===== src/rtl/pong_pkg.sv =====
// Shared definitions for the Pong match controller: state codes, key bytes,
// winner encoding and the saturating score increment.
package pong_pkg;

    typedef enum logic [2:0] {
        ST_IDLE       = 3'd0,
        ST_SERVE_WAIT = 3'd1,
        ST_PLAY       = 3'd2,
        ST_PAUSE      = 3'd3,
        ST_POINT      = 3'd4,
        ST_GAME_OVER  = 3'd5
    } state_t;

    typedef enum logic [1:0] {
        WIN_NONE = 2'd0,
        WIN_P1   = 2'd1,
        WIN_P2   = 2'd2
    } winner_t;

    localparam logic [7:0] START_KEY   = 8'd103;  // 'g'
    localparam logic [7:0] RESTART_KEY = 8'd98;   // 'b'
    localparam logic [7:0] PAUSE_KEY   = 8'd112;  // 'p'

    function automatic logic [3:0] sat_inc(input logic [3:0] value, input logic [3:0] limit);
        return (value >= limit) ? value : value + 4'd1;
    endfunction

endpackage


===== src/rtl/pong_edge_detect.sv =====
// Rising-edge detector for a ball-block score flag; history updates every cycle
// so a flag held high across states produces only one edge.
module pong_edge_detect (
    input  logic i_CLK,
    input  logic i_RST,
    input  logic i_sig,
    output logic o_rise
);

    logic prev;

    always_ff @(posedge i_CLK or posedge i_RST) begin
        if (i_RST) prev <= 1'b0;
        else       prev <= i_sig;
    end

    assign o_rise = i_sig & ~prev;

endmodule


===== src/rtl/pong_match_ctrl.sv =====
// Match sequencer: key decoding, serve pacing, scoring and game-over detection
// driving the ball block's run/recenter/serve controls.
module pong_match_ctrl
    import pong_pkg::*;
#(
    parameter int unsigned WIN_SCORE    = 7,
    parameter int unsigned SERVE_FRAMES = 60
) (
    input  logic       i_CLK,
    input  logic       i_RST,
    input  logic [7:0] i_key_byte,
    input  logic       i_key_dv,
    input  logic       i_frame_tick,
    input  logic       i_p1_scored,
    input  logic       i_p2_scored,
    output logic       o_ball_run,
    output logic       o_ball_recenter,
    output logic       o_serve,
    output logic       o_serve_dir,
    output logic [3:0] o_p1_score,
    output logic [3:0] o_p2_score,
    output logic [1:0] o_winner,
    output logic [2:0] o_state
);

    localparam logic [3:0] WIN_LIMIT  = WIN_SCORE[3:0];
    localparam logic [7:0] SERVE_LOAD = SERVE_FRAMES[7:0];

    state_t     state, state_n;
    winner_t    scorer, scorer_n, winner, winner_n;
    logic [7:0] serve_cnt, serve_cnt_n;
    logic       tick_armed, tick_armed_n;
    logic [3:0] p1_score, p1_score_n, p2_score, p2_score_n, bumped;
    logic       serve_dir, serve_dir_n;
    logic       recenter, recenter_n, serve, serve_n, ball_run;
    logic       p1_rise, p2_rise;

    pong_edge_detect u_p1_edge (.i_CLK(i_CLK), .i_RST(i_RST), .i_sig(i_p1_scored), .o_rise(p1_rise));
    pong_edge_detect u_p2_edge (.i_CLK(i_CLK), .i_RST(i_RST), .i_sig(i_p2_scored), .o_rise(p2_rise));

    wire key_start   = i_key_dv && (i_key_byte == START_KEY);
    wire key_restart = i_key_dv && (i_key_byte == RESTART_KEY);
    wire key_pause   = i_key_dv && (i_key_byte == PAUSE_KEY);

    assign bumped = sat_inc((scorer == WIN_P1) ? p1_score : p2_score, WIN_LIMIT);

    // NOTE: every variable gets its hold value first so no path leaves one unassigned (no latches).
    always_comb begin
        state_n      = state;
        scorer_n     = scorer;
        winner_n     = winner;
        serve_cnt_n  = serve_cnt;
        tick_armed_n = tick_armed;
        p1_score_n   = p1_score;
        p2_score_n   = p2_score;
        serve_dir_n  = serve_dir;
        recenter_n   = 1'b0;
        serve_n      = 1'b0;

        if (key_restart) begin
            state_n     = ST_IDLE;
            p1_score_n  = 4'd0;
            p2_score_n  = 4'd0;
            winner_n    = WIN_NONE;
            serve_cnt_n = 8'd0;
            serve_dir_n = 1'b0;
            recenter_n  = 1'b1;
        end else begin
            unique case (state)
                ST_IDLE, ST_GAME_OVER: if (key_start) begin
                    state_n      = ST_SERVE_WAIT;
                    p1_score_n   = 4'd0;
                    p2_score_n   = 4'd0;
                    winner_n     = WIN_NONE;
                    serve_cnt_n  = SERVE_LOAD;
                    tick_armed_n = 1'b0;
                    recenter_n   = 1'b1;
                end
                ST_SERVE_WAIT: begin
                    // Ticks count only from the second cycle in SERVE_WAIT onward.
                    tick_armed_n = 1'b1;
                    if (serve_cnt == 8'd0) begin
                        state_n = ST_PLAY;
                        serve_n = 1'b1;
                    end else if (i_frame_tick && tick_armed) begin
                        serve_cnt_n = serve_cnt - 8'd1;
                        if (serve_cnt == 8'd1) begin
                            state_n = ST_PLAY;
                            serve_n = 1'b1;
                        end
                    end
                end
                ST_PLAY: begin
                    if (p1_rise && p2_rise) begin
                        state_n      = ST_SERVE_WAIT;
                        serve_cnt_n  = SERVE_LOAD;
                        tick_armed_n = 1'b0;
                        recenter_n   = 1'b1;
                    end else if (p1_rise) begin
                        state_n  = ST_POINT;
                        scorer_n = WIN_P1;
                    end else if (p2_rise) begin
                        state_n  = ST_POINT;
                        scorer_n = WIN_P2;
                    end else if (key_pause) begin
                        state_n = ST_PAUSE;
                    end
                end
                ST_PAUSE: if (key_pause) state_n = ST_PLAY;
                ST_POINT: begin
                    recenter_n = 1'b1;
                    if (scorer == WIN_P1) begin
                        p1_score_n  = bumped;
                        serve_dir_n = 1'b1;
                    end else begin
                        p2_score_n  = bumped;
                        serve_dir_n = 1'b0;
                    end
                    if (bumped == WIN_LIMIT) begin
                        state_n  = ST_GAME_OVER;
                        winner_n = scorer;
                    end else begin
                        state_n      = ST_SERVE_WAIT;
                        serve_cnt_n  = SERVE_LOAD;
                        tick_armed_n = 1'b0;
                    end
                end
                default: state_n = ST_IDLE;
            endcase
        end
    end

    // NOTE: state registers use non-blocking assignment so all of them update from pre-edge values.
    always_ff @(posedge i_CLK or posedge i_RST) begin
        if (i_RST) begin
            state      <= ST_IDLE;
            scorer     <= WIN_NONE;
            winner     <= WIN_NONE;
            serve_cnt  <= 8'd0;
            tick_armed <= 1'b0;
            p1_score   <= 4'd0;
            p2_score   <= 4'd0;
            serve_dir  <= 1'b0;
            recenter   <= 1'b0;
            serve      <= 1'b0;
            ball_run   <= 1'b0;
        end else begin
            state      <= state_n;
            scorer     <= scorer_n;
            winner     <= winner_n;
            serve_cnt  <= serve_cnt_n;
            tick_armed <= tick_armed_n;
            p1_score   <= p1_score_n;
            p2_score   <= p2_score_n;
            serve_dir  <= serve_dir_n;
            recenter   <= recenter_n;
            serve      <= serve_n;
            ball_run   <= (state_n == ST_PLAY);
        end
    end

    assign o_state         = state;
    assign o_winner        = winner;
    assign o_p1_score      = p1_score;
    assign o_p2_score      = p2_score;
    assign o_serve_dir     = serve_dir;
    assign o_ball_recenter = recenter;
    assign o_serve         = serve;
    assign o_ball_run      = ball_run;

endmodule


===== config.mk =====
export PLATFORM = sky130hd
export DESIGN_NAME = pong_match_ctrl
export DESIGN_NICKNAME = d
export VERILOG_FILES = /design/src/rtl/pong_pkg.sv /design/src/rtl/pong_edge_detect.sv /design/src/rtl/pong_match_ctrl.sv
export SDC_FILE = /design/constraint.sdc
export NUM_CORES = 1
export LEC_CHECK = 0
export BUFFER_PORTS_ARGS = -buffer_cell sky130_fd_sc_hd__clkbuf_2
export CELL_PAD_IN_SITES_DETAIL_PLACEMENT = 1
export CELL_PAD_IN_SITES_GLOBAL_PLACEMENT = 2
export CORE_AREA = 2 2 79 81
export CTS_CLUSTER_SIZE = 12
export DETAILED_ROUTE_END_ITERATION = 8
export DIE_AREA = 0 0 81 83
export GPL_TIMING_DRIVEN = 0
export PLACE_DENSITY = 0.8
export RECOVER_POWER = 100
export SETUP_SLACK_MARGIN = 0.2
export SLEW_MARGIN = 20
export SYNTH_ARGS = -nofsm -noshare
export SYNTH_HDL_FRONTEND = slang
export SYNTH_SLANG_ARGS = --single-unit
export TNS_END_PERCENT = 20

===== constraint.sdc =====
create_clock -name i_CLK -period 3.61 [get_ports i_CLK]
set_input_delay 0.722 -clock i_CLK [delete_from_list [all_inputs] [get_ports i_CLK]]
set_output_delay 0.722 -clock i_CLK [all_outputs]
set_load 0.005 [all_outputs]

# Word level (Yosys, flattened, before mapping)
# Cells that the tools add are included.
# totals
out_inout_bits	17
elab_cells	114
register_bits	30
# classes
reduce_logical	19
add_sub_neg	2
n_mux	50
n_bitwise	6
order_cmp	1
eq_ne	23
# op_table
cell	count
$mux W8	6
$mux W3	11
$pmux W8 S4	1
$mux W4	7
$eq A8 B7 Y1 const B	3
$ne A3 B3 Y1 const B	8
$pmux W4 S2	2
$pmux W3 S5	1
$mux W1	14
$mux W2	5
$eq A3 B2 Y1 const B	3
$reduce_and A3 Y1	3
$eq A8 B1 Y1 const B	1
$logic_not A8 Y1	1
$sub A8 B1 Y8 const B	1
$eq A3 B3 Y1 const B	2
$ne A2 B2 Y1 const B	3
$reduce_and A6 Y1	1
$logic_and A1 B1 Y1	5
$reduce_and A5 Y1	1
$reduce_bool A5 Y1	1
$add A4 B1 Y4 const B	1
$eq A4 B3 Y1 const B	1
$ge A4 B3 Y1 const B	1
13 further kinds	18

# Longest topological paths before layout
# Gate-level depths: netlist (run 1).
# depth
ltp_word	9
depth_mapped	11
depth_no_buf	10

# Modules after synthesis
# Synthesis (run 1) repeated with hierarchy kept, for this count alone.
# hier_totals
cells_unflattened	204
hier_area_um2	1964.4
# modules_own_cells
mod	n_inst	cells_each	area_each_um2
pong_match_ctrl	1	198	1879.3
pong_edge_detect	2	3	42.5

# Worst setup path after synthesis (run 1)
# OpenSTA, ideal clock, no wires.
# synth_path
kind	register -> register
start	register scorer[0]
end	register serve_cnt[5]
path_slack_ns	1.109
arrival_ns	2.378
period_less_slack_ns	2.501
setup_ns	0.123
stages_incl_launch_ff	12
required_ns	3.487
n_path_buf	1
cell_sequence	dfrtp_1 nor2b_1 buf_2 nand2_1 o21ai_0 ha_1 nand4b_1 a32o_1 o21ai_2 nor4b_4 a21boi_2 o221a_1
# synth_between
elab_chain_cells	7
# synth_lines
element	line_no	text
start: declaration	pong_match_ctrl.sv:30	winner_t scorer, scorer_n, winner, winner_n;
start signal: assignment	pong_match_ctrl.sv:149	scorer <= scorer_n;
$eq A2 B1 Y1 *	pong_match_ctrl.sv:45	assign bumped = sat_inc((scorer == WIN_P1) ? p1_score : p2_score, WIN_LIMIT);
$mux W4 *	pong_match_ctrl.sv:45	
$add A4 B1 Y4 or $ge A4 B3 Y1 (tied branches)	pong_pkg.sv:25	return (value >= limit) ? value : value + 4'd1;
$mux W4 *	pong_pkg.sv:25	
$eq A4 B3 Y1 *	pong_match_ctrl.sv:119	if (bumped == WIN_LIMIT) begin
$ne A3 B3 Y1 (no line) *	--	
$reduce_and A6 Y1 (no line) *	--	
end signal: assignment	pong_match_ctrl.sv:151	serve_cnt <= serve_cnt_n;
end: declaration	pong_match_ctrl.sv:31	logic [7:0] serve_cnt, serve_cnt_n;
# Every way passes the cells marked *; elsewhere a longest branch is shown, timed or not.
# A chain may end at the register's enable or synchronous reset.

# Worst setup path in the final report (run 1)
# Same ends and word-level chain as after synthesis.

==> results by group, run 1 <==
CTS
  • Clock Latency Late Sink: between 200 and 300 ps
  • CTS hold repair buffers: 0
  • Post-CTS resize count: 0
  • CTS Sinks: 30
  • Clk slew on worst S/H paths: roughly 60 ps
  • CTS root buffer: clkbuf_8
  • CTS tree: yes
  • Postcts setup bufs: 0
  • Clock buffer count from CTS: 5
  • Htree depth: 2
  • Max Root-Sink Buffers: 2

Placement
  • HPWL Detailed: approximately 4200 µm
  • Number of buffers added on ports: 30
  • DP Worst Slack: 597.6 ps
  • RePlAce Congestion: around 0.8

GRT
  • Gr usage total: 0.1799
  • Largest net degree at the start of global routing: 31
  • Initial antenna violation count: 0
  • First-pass GRT wire length: 9687 µm
  • Number of global-route vias before repair: 1966
  • Overflow after GRT: 0

Timing
  • Fmax: around 0.33 GHz
  • Clock Skew: 3.147 ps
  • Slew HR: 0.2021
  • Slew @ Worst Pin: about 1200 ps
  • Slew Viols, Final: 0
  • Setup TNS: 0 ps
  • Final worst slack: between 500 and 600 ps
  • Setup-failing EPs final: 0
  • RSZ-0062 raised after global routing: no
  • Final Hold Violating Endpoints: 0
  • Final period utilization: 0.8361
  • Minimum clock period: 3018 ps

Logic synthesis
  • Post-Synth Simple-Gate Area: 0.2761
  • Synth Net Count: 240
  • Synthesized flop and latch total: 30
  • Compound-cell area share of the yosys netlist: 0.2432
  • Main combinational cell family by area after synthesis: simple AND/OR/NAND/NOR gates
  • Avg Inst Size Synth: ~9 µm²
  • Synth Area in Adders: 0.02488
  • Synth Warn #: 0
  • Area contributors post-synth: dfrtp_1 (37%), nand2_1 (4.3%), nor2_1 (3.7%)
  • Distinct cell type count after synthesis: 61
  • Cell Area, Synth: 2012 µm²
  • Cells after Synth: 222
  • Seq/Total Area, Yosys: 0.3731
  • Synth top area share: 0.3731
  • Asr flop ratio synth: 1.000
  • Synth Area in XOR/XNOR: 0.008706
  • Main synth FF type: dfrtp_1
  • Post-synthesis mux area share: 0.03607
  • Yosys top cell by area: dfrtp_1
  • Post-synth EDFFs: 0

Drt
  • Final wirelength: 5574 µm
  • DRC viols: 0
  • Drt first pass iters: 4
  • Vias: 1867
  • Iter 0 DRT Violations: 62
  • Wire per inst: approximately 17 µm
  • ANT nets after route: 0
  • Drt via density: 5.573

Floorplan
  • Die Wd: 81 µm
  • Die Y: 83 µm
  • IO Count: 31
  • Core area: 5816 µm²
  • Initial cell density of the core: 0.3460
  • Site Rows: 28
  • Full die area: 6723 µm²

Hold path
  • Hold crit path type: reg2reg

Outcome
  • Status: finished, final reports clean

Worst setup path
  • Critical path launch point type: register
  • Crit end category: register
  • Worst-path fanout max: 10
  • Worst path bufs/invs: 1
  • Critical path's most frequent cell: nand2_1
  • Worst path required time: 3770 ps
  • Crit Path Class: reg2reg
  • Worst path slowest cell: dfrtp_1
  • Crit-path leading delay family: simple AND/OR/NAND/NOR gates
  • Critical Path AT: 3180 ps
  • CP peak stage delay: approximately 500 ps
  • Crit-path cells: nor2b_1 > buf_2 > nand2_1 > o21ai_0 > ha_1 > nand2_1 > mux2i_1 > nor2_1 > nor4b_4 > a21boi_0 > o221a_1

Finish
  • Number of diodes: 0
  • Layout cells sized above 1: 0.1654
  • Final core occ: 0.3965
  • NumNets Final: between 200 and 300
  • Area grow syn2layout: 14.61%

Power
  • Leak pwr: 0.9696 nW
  • PwrDens: 529.0 nW/µm²
  • Peak supply drop: 0.2049 mV

Run
  • MaxCap Viol Count: 0
-- flip-flops by register name, summed over array words and instances, names as in the netlist --
signal           flops
o_winner             2
o_state              3
tick_armed           1
o_p1_score           4
o_serve              1
o_ball_recenter      1
u_p2_edge.prev       1
serve_cnt            8
o_serve_dir          1
scorer               2
o_ball_run           1
u_p1_edge.prev       1
o_p2_score           4
-- power breakdown --
part           total [mW]  switching (mW)  internal (mW)
logic               0.485           0.285          0.200
clock network       0.277           0.123          0.154
registers           0.458          0.0627          0.395
-- cell usage in the layout, fill, tap and decap left out, types with 3 or more instances in the layout --
cell type   n
clkbuf_2   21
dfrtp_1    30
o21ai_1     3
nor3_1      6
nand2_1    23
clkbuf_1   12
a21oi_1    14
nand3_1     7
o21a_1      6
mux2i_1     5
a31oi_1     7
clkbuf_8    6
buf_2       4
nor3b_1     4
inv_1      10
nand2b_1    6
o21ai_0    10
ha_1        4
a41oi_1     3
nor2_1     20
a32o_1      4
-- cell usage after synthesis, types with 2 or more instances --
cell	n
nor4b_1	2
o21ai_1	4
nor3b_1	2
dfrtp_1	30
clkbuf_1	2
a32o_1	4
and4b_1	2
mux2i_1	5
buf_2	4
o21ai_2	2
nand2_1	23
and3_1	2
a41oi_1	3
nand2b_1	6
a21oi_1	13
nor2_1	20
a31oi_1	7
mux2_1	2
xnor2_1	2
o22ai_1	2
nor3_1	6
o21ai_0	9
nand4_1	2
a21o_1	2
nand3_1	7
o211ai_1	2
nor3b_2	3
inv_1	10
nand4b_1	2
o21a_1	6
a32oi_1	2
ha_1	4
and2_1	2
-- path summary, 6_finish.rpt --
check | from | end | slack, ps | cells after the start
setup / recovery | scorer[0]$_DFFE_PP0P_ | serve_cnt[5]$_DFFE_PP0P_ | 590 | 11
hold / removal | o_serve_dir$_DFFE_PP0P_ | o_serve_dir$_DFFE_PP0P_ | 540 | 2
setup reg to reg | scorer[0]$_DFFE_PP0P_ | serve_cnt[5]$_DFFE_PP0P_ | 590 | 11
hold reg to reg | o_serve_dir$_DFFE_PP0P_ | o_serve_dir$_DFFE_PP0P_ | 540 | 2
max in group asynchronous | i_RST | o_ball_run$_DFF_PP0_ | 2150 | 2
min in group asynchronous | i_RST | serve_cnt[3]$_DFFE_PP0P_ | 740 | 2
-- through the flow --
| step | hold WS, ps | instances | power [mW] | instance area (µm²) |
|---|---|---|---|---|
| 6_report | 540.3 | 335 | 1.220 | 2306 |
| 5_1_grt | 582.2 | 335 | 1.322 | 2306 |
| 4_1_cts | 548.0 | 335 | 1.256 | 2347 |
| 3_5_place_dp | 534.9 | 327 | 0.9689 | 2256 |
| 3_3_place_gp | 520.2 | 327 | 0.9610 | 2256 |
| 2_1_floorplan | 498.1 | 222 | 0.8267 | 2012 |
-- logic make-up after synthesis --
family / count (synthesis)
and+or+nand+nor: 93
adders and majority gates: 4
muxes: 7
buffers and inverters: 17
xor gates and xnor gates: 2
AOI/OAI and AO/OA: 69
DFF: 30
-- final cells by class --
| cell class | count | area (µm²) |
|---|---|---|
| Fill cell | 726 | 3510 |
| Inverter | 10 | 37.54 |
| Tap cell | 75 | 93.84 |
| Sequential cell | 30 | 750.7 |
| Multi-Input combinational cell | 175 | 1155 |
| Buffer | 7 | 38.79 |
| Clock inverter | 1 | 5.005 |
| Timing Repair Buffer | 30 | 138.9 |
| Clock buffer | 7 | 86.33 |
-- tightest hold or removal path, stage by stage, from the launching register on --
cell     delay [ps]
dfrtp_1         380
nand2_1          60
a21oi_1          60
-- routing by layer --
| layer | up-vias | global-route usage | part of all wire |
|---|---|---|---|
| met1 | 919 | 0.2416 | 0.48 |
| met3 | 4 | 0.04022 | 0.036 |
| met2 | 38 | 0.2968 | 0.48 |
| met5 | - | 0 | 0 |
| met4 | 0 | 0.03236 | 0.0045 |
| li1 | 906 | - | - |
Power figures use the tool's default switching activity.
==> run 2, diff against run 1 <==
- clock period: 3.61 -> 3 ns (I/O delays scaled with it)
==> run 2 against run 1 <==
- utilization up 1.4 points
- clock-buffer cell count unchanged
- flip-flop and latch count unchanged
- total power up 23%
- register-to-register slack worse by 270 ps
- first-iteration DRC count up 19%
- global-route usage up 0.067 points
- largest cell class unchanged
==> results by group, run 2 (same netlist as run 1, synthesis figures left out) <==
CTS
  • Max Root-Sink Buffers: 2
  • Clock Latency Late Sink: 270 ps
  • Clk slew on worst S/H paths: ~60 ps
  • CTS hold repair buffers: 0
  • Htree depth: 2
  • Clock buffer count from CTS: 5
  • CTS Sinks: 30
  • CTS tree: yes
  • CTS root buffer: clkbuf_8

Timing
  • Setup-failing EPs final: 0
  • RSZ-0062 raised after global routing: no
  • Slew @ Worst Pin: 1206 ps
  • Minimum clock period: 2675 ps
  • Slew Viols, Final: 0
  • Final period utilization: 0.8915
  • Fmax: 0.3739 GHz
  • Slew HR: 0.1953
  • Clock Skew: 3.408 ps
  • Final Hold Violating Endpoints: 0

Hold path
  • Hold crit path type: in2reg

Power
  • Switching Fraction: 0.3858
  • Int Pwr: about 920 µW
  • Reg power frac: 0.368
  • PwrDens: 630.1 nW/µm²
  • Peak supply drop: 0.2504 mV
  • Leak pwr: 1.005 nW
  • P_sw: 580.4 µW
  • Comb pwr share: 0.412
  • Clock network fraction of total power: 0.221
  • Final Power: around 1.5 mW

Placement
  • Number of buffers added on ports: 30
  • RePlAce Congestion: 0.7931
  • HPWL Detailed: 4211 µm
  • Dpl cell area: between 2000 and 2500 µm²

Floorplan
  • Die Wd: 81 µm
  • Site Rows: 28
  • IO Count: 31
  • Initial cell density of the core: 0.3460
  • Die Y: 83 µm
  • Core area: 5816 µm²
  • Full die area: 6723 µm²

Finish
  • NumNets Final: 282
  • Top reg by flops: serve_cnt
  • Commonest non-fill, non-tap cell in the layout: dfrtp_1
  • Layout cells sized above 1: 0.2113
  • Most frequent cells in the layout: dfrtp_1 (29), nand2_1 (23), clkbuf_2 (21)
  • Fillers: slightly above 700
  • Largest register FFs: 8
  • Area grow syn2layout: 18.66%
  • Fin area: between 2000 and 2500 µm²
  • Number of diodes: 0

Worst setup path
  • Worst-path fanout max: 10
  • Crit Path Class: reg2reg
  • Critical Path AT: 2840 ps
  • Critical path launch point type: register
  • Worst path required time: 3160 ps
  • Crit end category: register

Drt
  • Drt via density: 5.518
  • Iter 0 DRT Violations: 74
  • ANT nets after route: 0
  • Drt first pass iters: 4
  • Wire per inst: between 15 and 20 µm
  • Final wirelength: roughly 5700 µm
  • Vias: 1876
  • DRC viols: 0

GRT
  • Overflow after GRT: 0
  • Number of global-route vias before repair: 1974
  • Largest net degree at the start of global routing: 31
  • Initial antenna violation count: 0
  • First-pass GRT wire length: 9729 µm
  • Gr usage total: 0.1805

Run
  • MaxCap Viol Count: 0

Outcome
  • Status: finished, final reports clean
-- run 2: final cells by class --
cell class / instances / area, µm² / area share
buffer: 7 / 41.29 / 0.01730
clock buffer: 7 / 86.33 / 0.03616
clock inverter: 1 / 5.005 / 0.002096
inverter: 10 / 37.54 / 0.01572
multi-input combinational: 175 / 1191 / 0.4990
sequential: 30 / 752.0 / 0.3150
tap: 75 / 93.84 / 0.03931
timing repair buffer: 35 / 180.2 / 0.07547
-- run 2: metrics by stage --
| stage | setup slack (ps) | setup TNS (ps) | util | std cells | hold slack, ps |
|---|---|---|---|---|---|
| CTS | 231.2 | 0 | 0.4060 | 336 | 429.2 |
| finish | 325.5 | 0 | 0.4105 | 340 | 467.0 |
| floorplan | 499.1 | 0 | - | 222 | 498.1 |
| global route | 108.2 | 0 | 0.4105 | 340 | 460.2 |
| detailed placement | -12.39 | -12.39 | 0.3879 | 327 | 534.9 |
| global placement | -36.14 | -61.32 | 0.3879 | 327 | 520.2 |
-- run 2: worst paths after layout --
path	startpoint	cells past startpoint	end	slack (ps)
min	i_p1_scored	1	u_p1_edge.prev$_DFF_PP0_	470
max	scorer[1]$_DFFE_PP0P_	12	serve_cnt[5]$_DFFE_PP0P_	330
max reg2reg	scorer[1]$_DFFE_PP0P_	12	serve_cnt[5]$_DFFE_PP0P_	330
max in group asynchronous	i_RST	2	scorer[0]$_DFFE_PP0P_	1570
min reg2reg	o_serve_dir$_DFFE_PP0P_	2	o_serve_dir$_DFFE_PP0P_	540
min in group asynchronous	i_RST	2	serve_cnt[3]$_DFFE_PP0P_	620
-- run 2: power by group through the flow --
stage	clock network, mW	logic [mW]	registers [mW]
finish	0.332	0.619	0.553
global route	0.372	0.693	0.564
CTS	0.350	0.609	0.555
detailed placement	0	0.607	0.559
global placement	0	0.597	0.560
floorplan	0	0.457	0.538
-- run 2: routing by layer --
metal,track usage,share of wire,vias to the layer above
li1,-,-,917
met2,0.2983,0.48,37
met4,0.03236,0.0028,0
met3,0.04022,0.031,2
met5,0,0,-
met1,0.2423,0.49,920
-- run 2: what timing repair did --
item / 4_1_cts / 5_1_grt
setup endpoints to repair: 14 / 14
buffers inserted: 1 / 4
pin swaps: 1 / 1
gates resized for setup: 3 / 6
-- run 2: critical path, cell delays in order, from the launching register on --
cell      delay, ps
dfrtp_1         490
nor2b_4         180
buf_4           190
nand2_1          60
o21ai_1         120
ha_1            300
nand2_1         100
mux2i_2         230
nor2_1          110
nor4b_4         290
buf_6           170
a21boi_2         60
o221a_1         250
